===== src/rtl/dm_arbiter_pkg.sv =====
// rtl/dm_arbiter_pkg.sv - shared state encoding and default sizing for the data-memory arbiter
package dm_arbiter_pkg;

  typedef enum logic [1:0] {
    ST_IDLE = 2'd0,
    ST_OWN0 = 2'd1,
    ST_OWN1 = 2'd2
  } arb_state_e;

  localparam int DM_ADDR_W   = 8;
  localparam int DM_DATA_W   = 8;
  localparam int DM_MAX_HOLD = 15;

endpackage


===== src/rtl/dm_arb_hold_cnt.sv =====
// rtl/dm_arb_hold_cnt.sv - counts consecutive locked grants and flags when the owner must yield
module dm_arb_hold_cnt
  import dm_arbiter_pkg::*;
#(
  parameter int MAX_HOLD = DM_MAX_HOLD
) (
  input  logic clk,
  input  logic rst,
  input  logic clr_i,
  input  logic inc_i,
  output logic limit_o
);

  localparam int CW = $clog2(MAX_HOLD + 1);

  logic [CW-1:0] cnt_q, cnt_d;

  always_comb begin
    cnt_d = cnt_q;
    if (clr_i) begin
      cnt_d = '0;
    end else if (inc_i && !limit_o) begin
      cnt_d = cnt_q + CW'(1);
    end
  end

  always_ff @(posedge clk) begin
    if (rst) begin
      cnt_q <= '0;
    end else begin
      cnt_q <= cnt_d;
    end
  end

  assign limit_o = (cnt_q == CW'(MAX_HOLD));

endmodule


===== src/rtl/dm_arbiter.sv =====
// rtl/dm_arbiter.sv - two-port data-memory arbiter with lock ownership and hold limit
// DM_ARB_RR_EN selects round-robin instead of fixed port-0 priority for idle contention.
module dm_arbiter
  import dm_arbiter_pkg::*;
#(
  parameter int ADDR_W   = DM_ADDR_W,
  parameter int DATA_W   = DM_DATA_W,
  parameter int MAX_HOLD = DM_MAX_HOLD
) (
  input  logic              clk,
  input  logic              rst,
  input  logic              req0,
  input  logic              req1,
  input  logic              we0,
  input  logic              we1,
  input  logic [ADDR_W-1:0] addr0,
  input  logic [ADDR_W-1:0] addr1,
  input  logic [DATA_W-1:0] wdata0,
  input  logic [DATA_W-1:0] wdata1,
  input  logic              lock0,
  input  logic              lock1,
  output logic              gnt0,
  output logic              gnt1,
  output logic              rvalid0,
  output logic              rvalid1,
  output logic [DATA_W-1:0] rdata0,
  output logic [DATA_W-1:0] rdata1,
  output logic [ADDR_W-1:0] mem_addr,
  output logic [DATA_W-1:0] mem_wdata,
  output logic              mem_we,
  input  logic [DATA_W-1:0] mem_rdata
);

  arb_state_e        state_q, state_d;
  logic [ADDR_W-1:0] addr_q;
  logic [DATA_W-1:0] wdata_q;
  logic              rvalid0_q, rvalid1_q;
  logic              owner_req, owner_lock, other_req;
  logic              hold_limit, preempt, hold_clr, hold_inc;
  logic              gnt0_c, gnt1_c;
  logic              rr_prio;

`ifdef DM_ARB_RR_EN
  logic rr_q;
  assign rr_prio = rr_q;
`else
  assign rr_prio = 1'b0;
`endif

  always_comb begin
    owner_req  = 1'b0;
    owner_lock = 1'b0;
    other_req  = 1'b0;
    case (state_q)
      ST_OWN0: begin owner_req = req0; owner_lock = lock0; other_req = req1; end
      ST_OWN1: begin owner_req = req1; owner_lock = lock1; other_req = req0; end
      default: ;
    endcase
  end

  // Preemption steals a single cycle; ownership stays put so the owner resumes next cycle.
  assign preempt = owner_req & other_req & hold_limit;

  always_comb begin
    gnt0_c = 1'b0;
    gnt1_c = 1'b0;
    if (!rst) begin
      if (owner_req) begin
        if (state_q == ST_OWN0) begin
          gnt0_c = ~preempt;
          gnt1_c = preempt;
        end else begin
          gnt1_c = ~preempt;
          gnt0_c = preempt;
        end
      end else if (req0 && req1) begin
        gnt1_c = rr_prio;
        gnt0_c = ~rr_prio;
      end else begin
        gnt0_c = req0;
        gnt1_c = req1;
      end
    end
  end

  always_comb begin
    if (owner_req && owner_lock) begin
      state_d = state_q;
    end else if (gnt0_c && lock0) begin
      state_d = ST_OWN0;
    end else if (gnt1_c && lock1) begin
      state_d = ST_OWN1;
    end else begin
      state_d = ST_IDLE;
    end
  end

  assign hold_inc = owner_req & other_req & ~preempt;
  assign hold_clr = ~other_req | preempt | (state_d != state_q);

  dm_arb_hold_cnt #(
    .MAX_HOLD (MAX_HOLD)
  ) u_hold_cnt (
    .clk     (clk),
    .rst     (rst),
    .clr_i   (hold_clr),
    .inc_i   (hold_inc),
    .limit_o (hold_limit)
  );

  always_comb begin
    mem_we    = 1'b0;
    mem_addr  = addr_q;
    mem_wdata = wdata_q;
    if (gnt0_c) begin
      mem_we    = we0;
      mem_addr  = addr0;
      mem_wdata = wdata0;
    end else if (gnt1_c) begin
      mem_we    = we1;
      mem_addr  = addr1;
      mem_wdata = wdata1;
    end
  end

  always_ff @(posedge clk) begin
    if (rst) begin
      state_q   <= ST_IDLE;
      addr_q    <= '0;
      wdata_q   <= '0;
      rvalid0_q <= 1'b0;
      rvalid1_q <= 1'b0;
`ifdef DM_ARB_RR_EN
      rr_q      <= 1'b0;
`endif
    end else begin
      state_q   <= state_d;
      rvalid0_q <= gnt0_c & ~we0;
      rvalid1_q <= gnt1_c & ~we1;
      if (gnt0_c || gnt1_c) begin
        addr_q  <= mem_addr;
        wdata_q <= mem_wdata;
      end
`ifdef DM_ARB_RR_EN
      if (gnt0_c) begin
        rr_q <= 1'b1;
      end else if (gnt1_c) begin
        rr_q <= 1'b0;
      end
`endif
    end
  end

  // Masking with rst drops a read response that would otherwise land in the reset cycle.
  assign rvalid0 = rvalid0_q & ~rst;
  assign rvalid1 = rvalid1_q & ~rst;
  assign rdata0  = mem_rdata;
  assign rdata1  = mem_rdata;
  assign gnt0    = gnt0_c;
  assign gnt1    = gnt1_c;

endmodule


===== config.mk =====
export PLATFORM = sky130hd
export DESIGN_NAME = dm_arbiter
export DESIGN_NICKNAME = d
export VERILOG_FILES = /design/src/rtl/dm_arbiter_pkg.sv /design/src/rtl/dm_arb_hold_cnt.sv /design/src/rtl/dm_arbiter.sv
export SDC_FILE = /design/constraint.sdc
export NUM_CORES = 1
export LEC_CHECK = 0
export CORE_MARGIN = 3
export CORE_UTILIZATION = 46
export DETAILED_ROUTE_END_ITERATION = 10
export PLACE_DENSITY = 0.86
export SYNTH_ARGS = -nofsm -noshare
export SYNTH_HDL_FRONTEND = slang
export SYNTH_SLANG_ARGS = --single-unit
export TNS_END_PERCENT = 100

===== constraint.sdc =====
create_clock -name clk -period 7.6 [get_ports clk]
set_clock_uncertainty 0.15 [all_clocks]
set_input_delay 1.14 -clock clk [delete_from_list [all_inputs] [get_ports clk]]
set_output_delay 1.14 -clock clk [all_outputs]
set_load 0.02 [all_outputs]

# After elaboration in Yosys (flattened, before gate mapping)

Cells that the tools add are included.

Flip-flop bits (word level): 24
Input port bits: 48
Output and inout port bits: 37
Word-level logic and storage cells: 53

Add/subtract/negate cells: 1
Equality and inequality tests: 4
Muxes and demuxes: 20
Bitwise gates (word level): 14
Reductions and logical operators: 8

Operators by type and width:

| cell                  | number |
|---|---|
| $mux W8               | 4 |
| $mux W1               | 10 |
| $and A1 B1 Y1         | 7 |
| $mux W2               | 3 |
| $pmux W1 S2           | 3 |
| $logic_and A1 B1 Y1   | 5 |
| $not A1 Y1            | 5 |
| $add A4 B1 Y4 const B | 1 |
| $eq A4 B4 Y1 const B  | 1 |
| $eq A2 B1 Y1 const B  | 1 |
| $eq A2 B2 Y1 const B  | 1 |
| $ne A2 B2 Y1          | 1 |
| $or A1 B1 Y1          | 2 |
| $reduce_or A2 Y1      | 1 |
| $logic_not A1 Y1      | 1 |
| $logic_or A1 B1 Y1    | 1 |

# Longest topological paths before layout

Depth after elaboration: 15
Gate-level depth with buffers: 10
Mapped depth without buffers: 7

# Cells and area by module

Synthesis repeated with hierarchy kept, for this count alone.

Cells, all modules: 220
Area, all modules: 1767.9 µm²

Modules (own cells, without submodules):

| module          | instances | cells an instance | area an instance (µm²) | seq. area each (µm²) |
|---|---|---|---|---|
| dm_arbiter      | 1         | 198               | 1556.5                 | 400.4 |
| dm_arb_hold_cnt | 1         | 22                | 211.5                  | 80.1 |

# Worst setup path after synthesis

Ideal clock, no wire load.

Path type: input-to-output
Start: input port req1
End: output port mem_we
Arrival time: 2.528 ns
Required time: 6.310 ns
Slack: 3.782 ns
Stages: 7
Cells stage by stage: buf_2 > inv_1 > or3_4 > a21o_1 > buf_6 > nand2_1 > a22o_1

Word-level cells in the longest chain between the ends: 9

RTL lines:

| what                        | line              | RTL |
|---|---|---|
| start: declaration          | dm_arbiter.sv:13  | `input logic req1,` |
| $pmux W1 S2                 | dm_arbiter.sv:54  | `case (state_q)` |
| $and A1 B1 Y1 (2 in series) | dm_arbiter.sv:62  | `assign preempt = owner_req & other_req & hold_limit;` |
| $not A1 Y1                  | dm_arbiter.sv:73  | `gnt1_c = ~preempt;` |
| $mux W1                     | dm_arbiter.sv:69  | `if (state_q == ST_OWN0) begin` |
| $mux W1 (*)                 | dm_arbiter.sv:68  | `if (owner_req) begin` |
| $mux W1 (*)                 | dm_arbiter.sv:67  | `if (!rst) begin` |
| named net gnt1              | dm_arbiter.sv:23  | `output logic gnt1,` |
| $mux W1 (*)                 | dm_arbiter.sv:119 | `end else if (gnt1_c) begin` |
| $mux W1 (*)                 | dm_arbiter.sv:115 | `if (gnt0_c) begin` |
| end: declaration            | dm_arbiter.sv:30  | `output logic mem_we,` |

The timed path passes the listed nets; every way through them passes the cells marked *.

# Worst setup path after layout

Start: input port req1
End: output port mem_wdata[2]

Word-level cells in the longest chain between the ends: 9

RTL lines:

| what                        | line                               | RTL |
|---|---|---|
| $pmux W1 S2                 | dm_arbiter.sv:54                   |  |
| $and A1 B1 Y1 (2 in series) | dm_arbiter.sv:62                   |  |
| $not A1 Y1                  | dm_arbiter.sv:70, dm_arbiter.sv:73 |  |
| $mux W1                     | dm_arbiter.sv:69                   |  |
| $mux W1                     | dm_arbiter.sv:68                   |  |
| $mux W1                     | dm_arbiter.sv:67                   |  |
| $mux W8                     | dm_arbiter.sv:119                  |  |
| $mux W8 (*)                 | dm_arbiter.sv:115                  |  |
| end: declaration            | dm_arbiter.sv:29                   | `output logic [DATA_W-1:0] mem_wdata,` |

Every way passes the cells marked *; elsewhere a longest branch is shown, timed or not.

==> flow_summary.toml <==
[global_route]
grt_util_all_layers_pct = 19.2
overflow = 0
grt_pass1_vias = 1767
grt_pass1_wl_um = 8130
antenna_found_initial = 0
grt_max_degree = 26

[setup_path]
ff2ff_setup_slack_ps = 4740
rr_startpoint = "state_q[1]$_SDFF_PP0_"
start_kind = "input pin"
critPathArrivalTime_ps = 3800
rr_endpoint = "wdata_q[5]$_SDFFE_PP0P_"
required_ps = 6310
r2r_cells = 7
path_class = "in -> out"
endpoint_kind = "output pin"
critPathMaxFanout = 19

[synthesis]
yosys.area.top_type = "dfxtp_1"
synth_fp_nets = 290
async_flop_share_pct = 0
mappedNetlistArea_um2 = 1960
synth-main-ff-cell = "dfxtp_1"
synth_cell_types = 50
synth_area_per_cell_um2 = 8.21
synth.most_common_cell = "dfxtp_1"
synth_top_area_share_pct = 24.5
synth_edf_count = 0
synth-seq-area-share_pct = 24.5
ys_seq_elements = 24
syn_inst = 239
ys_top_cells_by_count = "24 x dfxtp_1, 21 x nor2_1, 18 x nand3_1"
yosysWarnings = 0
yosys-top-cells-area = "dfxtp_1 24%, a311oi_2 12%, buf_4 6.1%, nand4_1 5.1%, nand3_1 4.6%"

[clocking]
cts_hold_buffers = 0
cts_root_buf = "clkbuf_8"
cts_made_buffers = 3
cts.clk_slew.worst_paths_ps = 90
clk_path_buf_depth = 2
cts_resized = 0
clock_sinks = 24
h-tree-depth = 1
post_cts_buffers = 0
clk-insertion-delay-late_ps = 270
cts_tree = "yes"

[sta]
fin_tns_setup_ps = 0
slew_violations = 0
fmax_mhz = 196
min_period_ps = 5090
setup_viol = 0
hold_viol = 0
post-route-period-util_pct = 67.0
hold_ws_ps = 392
worst_slew_pin_slew_ps = 908
fin_ws_ps = 2510
rsz0062_at_grt = "false"
slew_headroom_pct = 39.3

[final_layout]
num-fill-cells = 371
syn_to_final_growth_pct = 25.4
drive_above_1_share_pct = 13.5
utilization_pct = 60.6
final_area_um2 = 2460
antenna_cells = 0
final_nets = 318

[floorplanning]
die_y_um = 71.3
core_um2 = 4060
initial_core_util_pct = 48.4
die_area_um2 = 5080
std_cell_rows = 23
ios = 85
chipWidth_um = 71.3

[hold_path]
min_to = "addr_q[2]$_SDFFE_PP0P_"
min_path_type = "reg -> reg"
hold_depth = 2
hp-start = "addr_q[2]$_SDFFE_PP0P_"

[run_status]
status = "completed"

[placement]
io_buffers = 60
place_ws_ps = 2530
post-dp-hpwl_um = 3560
place_area_um2 = 2390
place.gp.congestion = 0.918

[power]
ir_worst_vdd_mv = 0.114
power_density_nw_per_um2 = 147
leakage_nw = 0.883

[routing]
drt_pass1_iterations = 4
postRouteAntennaNets = 0
num_vias = 1926
drc = 0
wl_per_cell_um = 16.2
first_iter_violations = 131
wl_um = 5130
via_per_inst = 6.09

[job]
maxCapViolCount = 0
==> cells in the final DEF (no fill, tap or decap), drive strengths merged, types with 2 or more instances in the layout <==
master,synthesis,routed
or3,3,3
nand3,20,20
ha,3,3
clkbuf,10,3
mux2i,6,6
nor3,6,6
nand4,16,16
a211oi,2,2
nor2b,4,4
o21ai,19,19
o2111ai,2,2
a22oi,2,2
nor2,21,21
and3,3,3
nand2,20,20
dfxtp,24,24
a311oi,17,17
a21o,2,2
inv,7,7
a21oi,6,6
clkdlybuf4s50,0,60
nand2b,2,2
==> state kept, by name (all words and copies together), names as in the netlist <==
signal,flops
state_q,2
wdata_q,8
rvalid1_q,1
u_hold_cnt.cnt_q,4
addr_q,8
rvalid0_q,1
==> routing by layer <==
layer	GRT usage (%)	routed length (um)	vias up
met5	0	0	-
met4	8.98	139	0
met3	3.37	285	15
met2	30.5	2420	67
met1	25.2	2280	921
li1	-	-	923
==> where the power goes <==
group          switching [mW]  total [mW]  internal, mW
registers             0.00444       0.138         0.134
logic                  0.0549       0.109        0.0545
clock network          0.0442       0.115        0.0705
total                   0.104       0.363         0.259
==> critical path, stage by stage <==
cell	delay (ps)
clkdlybuf4s50_1	630
nand3b_1	150
a221o_1	430
a21oi_4	510
nand2_1	200
nand3_1	120
clkdlybuf4s50_1	610
==> stage by stage <==
stage	power, mW	instances
after global placement	0.248	312
after CTS	0.365	316
after floorplan	0.214	239
final	0.363	316
after detailed placement	0.250	312
after global routing	0.376	316
==> how the worst max path moves through the flow <==
| stage | start | end | slack [ps] | cells past startpoint |
|---|---|---|---|---|
| final | req1 | mem_wdata[2] | 2510 | 7 |
| after global routing | req1 | mem_wdata[2] | 2350 | 7 |
| after CTS | req1 | mem_wdata[2] | 2520 | 7 |
| after detailed placement | req1 | mem_wdata[0] | 2530 | 7 |
| after global placement | req1 | mem_wdata[1] | 2560 | 7 |
| after floorplan | req1 | mem_we | 3780 | 7 |
==> cell families after synthesis <==
group,count (synthesis),synth area share [%]
simple gates,102,28.4
compound gates,57,26.7
buf+inv,45,13.8
flops,24,24.5
mux,6,3.70
fa+ha+maj,4,2.42
xor+xnor,1,0.447
==> final cells by class <==
| class | instances | area, um2 | area share [%] |
|---|---|---|---|
| inverter | 7 | 26.3 | 1.07 |
| clock inverter | 1 | 30.0 | 1.22 |
| clock buffer | 3 | 41.3 | 1.68 |
| sequential | 24 | 480 | 19.5 |
| tap | 50 | 62.6 | 2.54 |
| timing repair buffer | 61 | 608 | 24.7 |
| multi-input combinational | 170 | 1210 | 49.2 |
No activity file was read; power rests on OpenSTA's default activity.
